<file path="config.mk">
export PLATFORM = sky130hd
export DESIGN_NAME = usb_trsac_ctrl
export DESIGN_NICKNAME = d
export VERILOG_FILES = /design/src/rtl/usb_trsac_pkg.sv /design/src/rtl/usb_trsac_replydec.sv /design/src/rtl/usb_trsac_ctrl.sv
export SDC_FILE = /design/constraint.sdc
export NUM_CORES = 1
export LEC_CHECK = 0
export CAP_MARGIN = 10
export CELL_PAD_IN_SITES_DETAIL_PLACEMENT = 1
export CELL_PAD_IN_SITES_GLOBAL_PLACEMENT = 1
export CORE_MARGIN = 2
export CORE_UTILIZATION = 22
export CTS_CLUSTER_SIZE = 16
export DETAILED_ROUTE_END_ITERATION = 16
export HOLD_SLACK_MARGIN = 0.05
export PLACE_DENSITY = 0.79
export SLEW_MARGIN = 25
export SYNTH_ARGS = -nofsm -noshare
export SYNTH_HDL_FRONTEND = slang
export SYNTH_SLANG_ARGS = --single-unit
</file>
<file path="constraint.sdc">
create_clock -name clk_4xrate -period 1.9 [get_ports clk_4xrate]
set_input_delay 0.38 -clock clk_4xrate [delete_from_list [all_inputs] [get_ports clk_4xrate]]
set_output_delay 0.38 -clock clk_4xrate [all_outputs]
set_load 0.1 [all_outputs]
</file>
<file path="src/rtl/usb_trsac_pkg.sv">
// Shared encodings for the USB transaction controller: token types, handshake
// replies and controller FSM states.
package usb_trsac_pkg;

  localparam int unsigned EP_W    = 4;
  localparam int unsigned TYPE_W  = 2;
  localparam int unsigned REPLY_W = 2;

  typedef enum logic [TYPE_W-1:0] {
    TT_OUT   = 2'd0,
    TT_IN    = 2'd1,
    TT_SETUP = 2'd2,
    TT_RSVD  = 2'd3
  } trsac_type_e;

  typedef enum logic [REPLY_W-1:0] {
    RP_ACK     = 2'd0,
    RP_NAK     = 2'd1,
    RP_STALL   = 2'd2,
    RP_NOREPLY = 2'd3
  } reply_e;

  typedef enum logic [2:0] {
    ST_IDLE     = 3'd0,
    ST_REPLY    = 3'd1,
    ST_RX       = 3'd2,
    ST_TX       = 3'd3,
    ST_WAIT_END = 3'd4
  } state_e;

endpackage

</file>
<file path="src/rtl/usb_trsac_replydec.sv">
// Handshake decision for one token: picks ACK/NAK/STALL/NOREPLY from the
// addressed endpoint, token type, device state and per-endpoint status.
module usb_trsac_replydec
  import usb_trsac_pkg::*;
#(
  parameter int unsigned NEP = 4
) (
  input  logic [EP_W-1:0]    ep,
  input  logic [TYPE_W-1:0]  trsac_type,
  input  logic               configured,
  input  logic [NEP-1:0]     ep_stall,
  input  logic [NEP-1:0]     rx_ready,
  input  logic [NEP-1:0]     tx_valid,
  output logic [REPLY_W-1:0] reply_c
);

  logic        sel_stall;
  logic        sel_rx_ready;
  logic        sel_tx_valid;
  trsac_type_e ttype;
  reply_e      reply;

  // Per-endpoint status select; endpoints beyond NEP read as zero
  always_comb begin
    sel_stall    = 1'b0;
    sel_rx_ready = 1'b0;
    sel_tx_valid = 1'b0;
    for (int unsigned i = 0; i < NEP; i++) begin
      if (ep == EP_W'(i)) begin
        sel_stall    = ep_stall[i];
        sel_rx_ready = rx_ready[i];
        sel_tx_valid = tx_valid[i];
      end
    end
  end

  always_comb begin
    ttype = trsac_type_e'(trsac_type);
    reply = RP_NOREPLY;
    if ((32'(ep) >= NEP) || (ttype == TT_RSVD)) begin
      reply = RP_NOREPLY;
    end else if (ttype == TT_SETUP) begin
      reply = (ep == '0) ? RP_ACK : RP_NOREPLY;
    end else if (!configured && (ep != '0)) begin
      reply = RP_NOREPLY;
    end else if (sel_stall) begin
      reply = RP_STALL;
    end else if (ttype == TT_OUT) begin
      reply = sel_rx_ready ? RP_ACK : RP_NAK;
    end else begin
      reply = sel_tx_valid ? RP_ACK : RP_NAK;
    end
  end

  assign reply_c = reply;

endmodule

</file>
<file path="src/rtl/usb_trsac_ctrl.sv">
// USB transaction controller: answers token requests with a handshake and
// moves packet bytes between the link FIFOs and the application.
module usb_trsac_ctrl
  import usb_trsac_pkg::*;
#(
  parameter int unsigned NEP = 4,
  parameter int unsigned DW  = 8
) (
  input  logic               clk_4xrate,
  input  logic               rst1_sync,
  input  logic               trsac_req,
  input  logic [TYPE_W-1:0]  trsac_type,
  input  logic [EP_W-1:0]    trsac_ep,
  output logic [REPLY_W-1:0] trsac_reply,
  output logic               rfifo_rd,
  input  logic               rfifo_empty,
  input  logic [DW-1:0]      rfifo_rdata,
  output logic               tfifo_wr,
  input  logic               tfifo_full,
  output logic [DW-1:0]      tfifo_wdata,
  input  logic               device_configured,
  input  logic [NEP-1:0]     ep_stall,
  input  logic [NEP-1:0]     app_rx_ready,
  output logic               app_rx_wr,
  output logic [DW-1:0]      app_rx_data,
  output logic [EP_W-1:0]    app_rx_ep,
  output logic               app_rx_setup,
  output logic               app_rx_done,
  input  logic [NEP-1:0]     app_tx_valid,
  output logic               app_tx_rd,
  input  logic [DW-1:0]      app_tx_data,
  input  logic               app_tx_last,
  output logic [EP_W-1:0]    app_tx_ep,
  output logic               app_tx_abort
);

  state_e          state_q, state_d;
  reply_e          reply_q, reply_d;
  logic [EP_W-1:0] ep_q, ep_d;
  trsac_type_e     type_q, type_d;
  logic            rx_done_q, rx_done_d;
  logic            tx_abort_q, tx_abort_d;
  logic            rx_pop_c;
  logic            tx_pop_c;
  logic [REPLY_W-1:0] dec_reply_c;

  usb_trsac_replydec #(
    .NEP (NEP)
  ) u_replydec (
    .ep         (trsac_ep),
    .trsac_type (trsac_type),
    .configured (device_configured),
    .ep_stall   (ep_stall),
    .rx_ready   (app_rx_ready),
    .tx_valid   (app_tx_valid),
    .reply_c    (dec_reply_c)
  );

  // State register
  always_ff @(posedge clk_4xrate) begin
    if (rst1_sync) begin
      state_q <= ST_IDLE;
    end else begin
      state_q <= state_d;
    end
  end

  // Next-state logic
  always_comb begin
    state_d = state_q;
    case (state_q)
      ST_IDLE: begin
        if (trsac_req) state_d = ST_REPLY;
      end
      ST_REPLY: begin
        if (reply_q == RP_ACK) begin
          state_d = (type_q == TT_IN) ? ST_TX : ST_RX;
        end else begin
          state_d = ST_WAIT_END;
        end
      end
      ST_RX: begin
        if (!trsac_req && rfifo_empty) state_d = ST_IDLE;
      end
      ST_TX: begin
        if (!trsac_req) begin
          state_d = ST_IDLE;
        end else if (!tfifo_full && app_tx_last) begin
          state_d = ST_WAIT_END;
        end
      end
      ST_WAIT_END: begin
        if (!trsac_req) state_d = ST_IDLE;
      end
      default: state_d = ST_IDLE;
    endcase
  end

  // Output logic: registered reply/latches/pulses plus combinational strobes
  always_comb begin
    reply_d    = reply_q;
    ep_d       = ep_q;
    type_d     = type_q;
    rx_done_d  = 1'b0;
    tx_abort_d = 1'b0;
    rx_pop_c   = 1'b0;
    tx_pop_c   = 1'b0;
    if (state_q != ST_IDLE && !trsac_req) reply_d = RP_NOREPLY;
    case (state_q)
      ST_IDLE: begin
        reply_d = RP_NOREPLY;
        if (trsac_req) begin
          ep_d    = trsac_ep;
          type_d  = trsac_type_e'(trsac_type);
          reply_d = reply_e'(dec_reply_c);
        end
      end
      ST_RX: begin
        rx_pop_c = !rfifo_empty;
        if (!trsac_req && rfifo_empty) rx_done_d = 1'b1;
      end
      ST_TX: begin
        // A dropped request abandons the packet without popping this cycle
        if (trsac_req) begin
          tx_pop_c = !tfifo_full;
        end else begin
          tx_abort_d = 1'b1;
        end
      end
      default: ;
    endcase
  end

  always_ff @(posedge clk_4xrate) begin
    if (rst1_sync) begin
      reply_q    <= RP_NOREPLY;
      ep_q       <= '0;
      type_q     <= TT_OUT;
      rx_done_q  <= 1'b0;
      tx_abort_q <= 1'b0;
    end else begin
      reply_q    <= reply_d;
      ep_q       <= ep_d;
      type_q     <= type_d;
      rx_done_q  <= rx_done_d;
      tx_abort_q <= tx_abort_d;
    end
  end

  assign trsac_reply  = reply_q;
  assign rfifo_rd     = rx_pop_c;
  assign app_rx_wr    = rx_pop_c;
  assign app_rx_data  = rfifo_rdata;
  assign app_rx_ep    = ep_q;
  assign app_rx_setup = (type_q == TT_SETUP);
  assign app_rx_done  = rx_done_q;
  assign tfifo_wr     = tx_pop_c;
  assign app_tx_rd    = tx_pop_c;
  assign tfifo_wdata  = app_tx_data;
  assign app_tx_ep    = ep_q;
  assign app_tx_abort = tx_abort_q;

endmodule

</file>
Word-level counts from Yosys, hierarchy flattened
Index checks and enable logic that the tools add are counted.

storage, ports and cells
  output and inout bits = 33
  latch bits = 0
  register bits = 13
  input bits = 41
  memory bits (writable) = 0
  memories kept = 0
  ROM bits = 0

operators by class
  add/sub/neg operators = 0
  bitwise operators = 2
  magnitude comparators = 1
  divide/modulo/power cells = 0
  muxes and demuxes = 36
  shifts and indexed selects = 0
  $mul = 0
  reductions and logical operators = 20
  equality and inequality tests = 15

operators by type and width
  operator              number
  $mux W1               20
  $mux W2               9
  $mux W3               6
  $pmux W3 S5           1
  $eq A4 B2 Y1 const B  2
  $eq A2 B2 Y1 const B  3
  $eq A3 B2 Y1 const B  2
  $ne A2 B2 Y1 const B  3
  $eq A4 B1 Y1 const B  1
  $ge A4 B3 Y1 const B  1
  $logic_and A1 B1 Y1   4
  $logic_not A1 Y1      4
  $logic_not A2 Y1      2
  $logic_not A4 Y1      1
  $reduce_and A4 Y1     1
  $reduce_bool A4 Y1    1
  $reduce_or A2 Y1      2
  $eq A3 B1 Y1 const B  1
  $eq A3 B3 Y1 const B  1
  $logic_not A3 Y1      1
  $ne A3 B3 Y1 const B  1
  $reduce_bool A3 Y1    1
  $eq A2 B1 Y1 const B  1
  $not A1 Y1            2
  3 further kinds       3

Depth between registers and ports, before layout
  word-level depth = 13
  depth in mapped cells = 5

Hierarchy
From an unflattened synthesis, not the netlist that was laid out.

second synthesis, totals
  cell total of the unflattened synthesis = 121
  area, all modules = 1038.5 µm²

by module, submodules not included
  module              area an instance (µm²)  cells each  times used  seq. area each (µm²)
  usb_trsac_ctrl      863.3                   93          1           260.2
  usb_trsac_replydec  175.2                   28          1           0.0

Least setup slack after synthesis
Ideal clock, no wire load.

  path kind = register -> output
  start point = register state_q[1]
  end point = output tfifo_wr
  stages on the path, launching flop included = 5
  path slack = -1.990 ns
  arrival = 3.510 ns
  cells stage by stage = dfxtp_1 -> clkbuf_1 -> nand2_1 -> nor3b_1 -> buf_4

on the way
  word-level cells in the longest chain between the ends = 2

RTL lines
  item                      line                   text
  start: declaration        usb_trsac_ctrl.sv:37   state_e state_q, state_d;
  start signal: assignment  usb_trsac_ctrl.sv:64   state_q <= state_d;
  $eq A3 B2 Y1              usb_trsac_ctrl.sv:109  case (state_q)
  $mux W1                   usb_trsac_ctrl.sv:109
  end: declaration          usb_trsac_ctrl.sv:18   output logic tfifo_wr,

No other way between the ends.

Final worst setup path
  start point = input tfifo_full
  end point = output app_tx_rd

on the way
  word-level cells in the longest chain between the ends = 3

RTL lines
  item                line                   text
  start: declaration  usb_trsac_ctrl.sv:19   input logic tfifo_full,
  $logic_not A1 Y1    usb_trsac_ctrl.sv:125  tx_pop_c = !tfifo_full;
  $mux W1             usb_trsac_ctrl.sv:124  if (trsac_req) begin
  $mux W1             usb_trsac_ctrl.sv:109
  end: declaration    usb_trsac_ctrl.sv:30   output logic app_tx_rd,

No other way between the ends.

==> impl_metrics.toml <==
[routing]
vias = 859
firstDrtPassIters = 3
via_per_inst = 4.746
drt_iter0_markers = 24
routedWlPerCell_microns = 15.46
drc = 0
ant_nets = 0
routed_wl_microns = 2799

[clock_network]
cts_tree = "done"
clk_latency_ps = 240
cts.sinks = 13
path_clk_slew_ps = 50
cts_buffer_depth = 2
cts_inserted_buffers = 3
hold_buffers = 0
cts_max_level = 1
cts_root_buffer = "clkbuf_8"

[placed_design]
dpl_cell_area_sq_um = 1409
place.port_buffers = 41
dpl.hpwl_microns = 2257
dp_cells = 177
pre_cts_slack_ps = -85.60
gp_congestion = 0.6963

[setup_path]
setup.worst_path.class = "input pin to output port"
worstPathArrival_ps = 1360
crit_fanout = 2
crit_start = "tfifo_full"
cp-end-kind = "output port"
required_ps = 1520
worstReg2RegStart = "state_q[2]$_SDFFE_PP0P_"
worstSetupStartpointType = "input pin"

[grt]
grt_pass1_vias = 960
grt-ovfl-total = 0
grt_max_degree = 13
antenna_found_initial = 0
grt_first_pass_wirelength_microns = 4485
track_usage_pct = 12.74

[timing]
min_period_ps = 1738
final.period_utilization_pct = 91.47
timing.fmax_mhz = 575.4
tightest_slew_ps = 632.5
rsz0062_at_grt = "no"
hold_viol_final = 0
setup_viol = 0
drv_slew = 0
hold_slack_ps = 533.7
slew_headroom_pct = 57.30
skew_ps = 1.280
worst_slack_ps = 162.0

[pwr]
ir_drop_v = 0.0001954
clkPwrFrac_pct = 28.9
swShare_pct = 33.52
seqPwrFrac_pct = 35.5
powerDensity_nw_per_um2 = 589.4
switching_power_mw = 0.2877
intPower_mw = 0.5707
total_power_mw = 0.8584
comb_power_share_pct = 35.6
leakagePower_nw = 0.5870

[run_status]
status = "completed"

[yosys]
synthAdderAreaFrac_pct = 0
ys_ff_latch = 13
synthMuxAreaShare_pct = 14.77
syn_nets = 147
synth_compound_area_share_pct = 13.54
synth_top_family_by_area = "buffers and inverters"
syn-instance-count = 106
synthSimpleGateAreaFrac_pct = 20.38
synth_ff_type = "dfxtp_1"
yosysSeqAreaShare_pct = 28.45
yosys_warnings = 0
synth_edf_count = 0
syn-cell-area_sq_um = 914.6
synthArstFlopShare_pct = 0
synth_area_per_cell_sq_um = 8.629
synth.distinct_cells = 36
synth_xor_area_share_pct = 0

[cells_and_area]
drive_above_1_share_pct = 29.77
regArea_sq_um = 265.3
fin_nets = 173
mostFrequentLayoutCell = "clkdlybuf4s50_1"
layout_common_cells = "23 x clkdlybuf4s50_1, 13 x nor2_1, 13 x buf_12"
multi_input_area_sq_um = 483.0
antennaDiodeCount = 0
fin_area_sq_um = 1456
final_cell_count_no_fill = 181
nFillCells = 469
syn_to_final_growth_pct = 59.23

[floorplan]
die_x_microns = 68.48
die-area_sq_um = 4689
initial_core_util_pct = 22.87
core-area_sq_um = 4000
dieHeight_microns = 68.48
ios = 74
rows = 23

[worst_hold_path]
hp-start = "type_q[1]$_SDFFE_PP0P_"
hp-class = "register to register"

[job]
drv_cap = 0
==> synth_stat cells, types with 2 or more instances <==
library cell / number / share of area, %
clkbuf_1: 2 / 0.82
nand3b_1: 2 / 1.6
o22a_1: 2 / 1.9
inv_1: 4 / 1.6
o21ai_0: 2 / 1.1
nand2_1: 3 / 1.2
buf_4: 22 / 18
nor2b_1: 3 / 2.1
mux2i_1: 9 / 9.8
mux4_2: 2 / 4.9
a21oi_1: 3 / 1.6
buf_2: 2 / 1.1
nor2_1: 14 / 5.7
nor3_1: 2 / 1.1
dfxtp_1: 13 / 28
==> power groups by stage <==
stage                     sequential [mW]  clock [mW]  combinational, mW
after global routing                0.306       0.267              0.320
after global placement              0.308           0              0.297
after detailed placement            0.310           0              0.306
final                               0.304       0.248              0.306
after floorplan                     0.346           0              0.296
after CTS                           0.304       0.256              0.308
==> cell families (layout without fill, tap and decap cells) <==
group / Yosys count / after routing
AND/OR/NAND/NOR: 34 / 34
buffers and inverters: 31 / 56
multiplexers: 11 / 11
AO/OA/AOI/OAI: 17 / 17
flip-flops: 13 / 13
==> worst max-delay path, stage by stage <==
cell and delay (ps):
clkdlybuf4s50_1 460, nor3b_4 300, buf_12 220
==> metrics by stage <==
| stage | utilization [%] | TNS [ps] |
|---|---|---|
| floorplan | - | -177.5 |
| global placement | 35.22 | -49.59 |
| detailed placement | 35.22 | -159.0 |
| CTS | 36.35 | 0 |
| global route | 36.41 | 0 |
| finish | 36.41 | 0 |
==> final cells by class <==
| cell class | instances | share of cell area (%) |
|---|---|---|
| multi-input cells | 62 | 33.16 |
| flip-flops and latches | 13 | 18.21 |
| inverters | 4 | 1.031 |
| repair buffers | 48 | 40.21 |
| clock buffers | 4 | 3.093 |
| well taps | 50 | 4.296 |
==> path summary, 6_finish.rpt <==
| check | to | slack [ps] | cells past startpoint |
|---|---|---|---|
| max | app_tx_rd | 160 | 3 |
| min | type_q[1]$_SDFFE_PP0P_ | 530 | 2 |
| max reg2reg | trsac_reply[1]$_SDFFE_PP1P_ | 540 | 3 |
| min reg2reg | type_q[1]$_SDFFE_PP0P_ | 530 | 2 |
==> registers in the layout (all words and copies together), names as in the netlist <==
| register | cells |
|---|---|
| state_q | 3 |
| app_rx_ep | 4 |
| trsac_reply | 2 |
| type_q | 2 |
| app_tx_abort | 1 |
| app_rx_done | 1 |
==> what timing repair did <==
action                     CTS  global route
setup endpoints to repair    0             2
resized for setup            0             1
buffers inserted             0             0
==> per-layer routing <==
layer  part of all wire (%)  GRT usage (%)  up-vias
li1                       -              -      401
met1                     34          11.71      417
met2                     56          26.44       38
met3                    9.1          3.618        3
met4                   0.89          3.250        0
met5                      0              0        -
No activity file was read; power rests on OpenSTA's default activity.
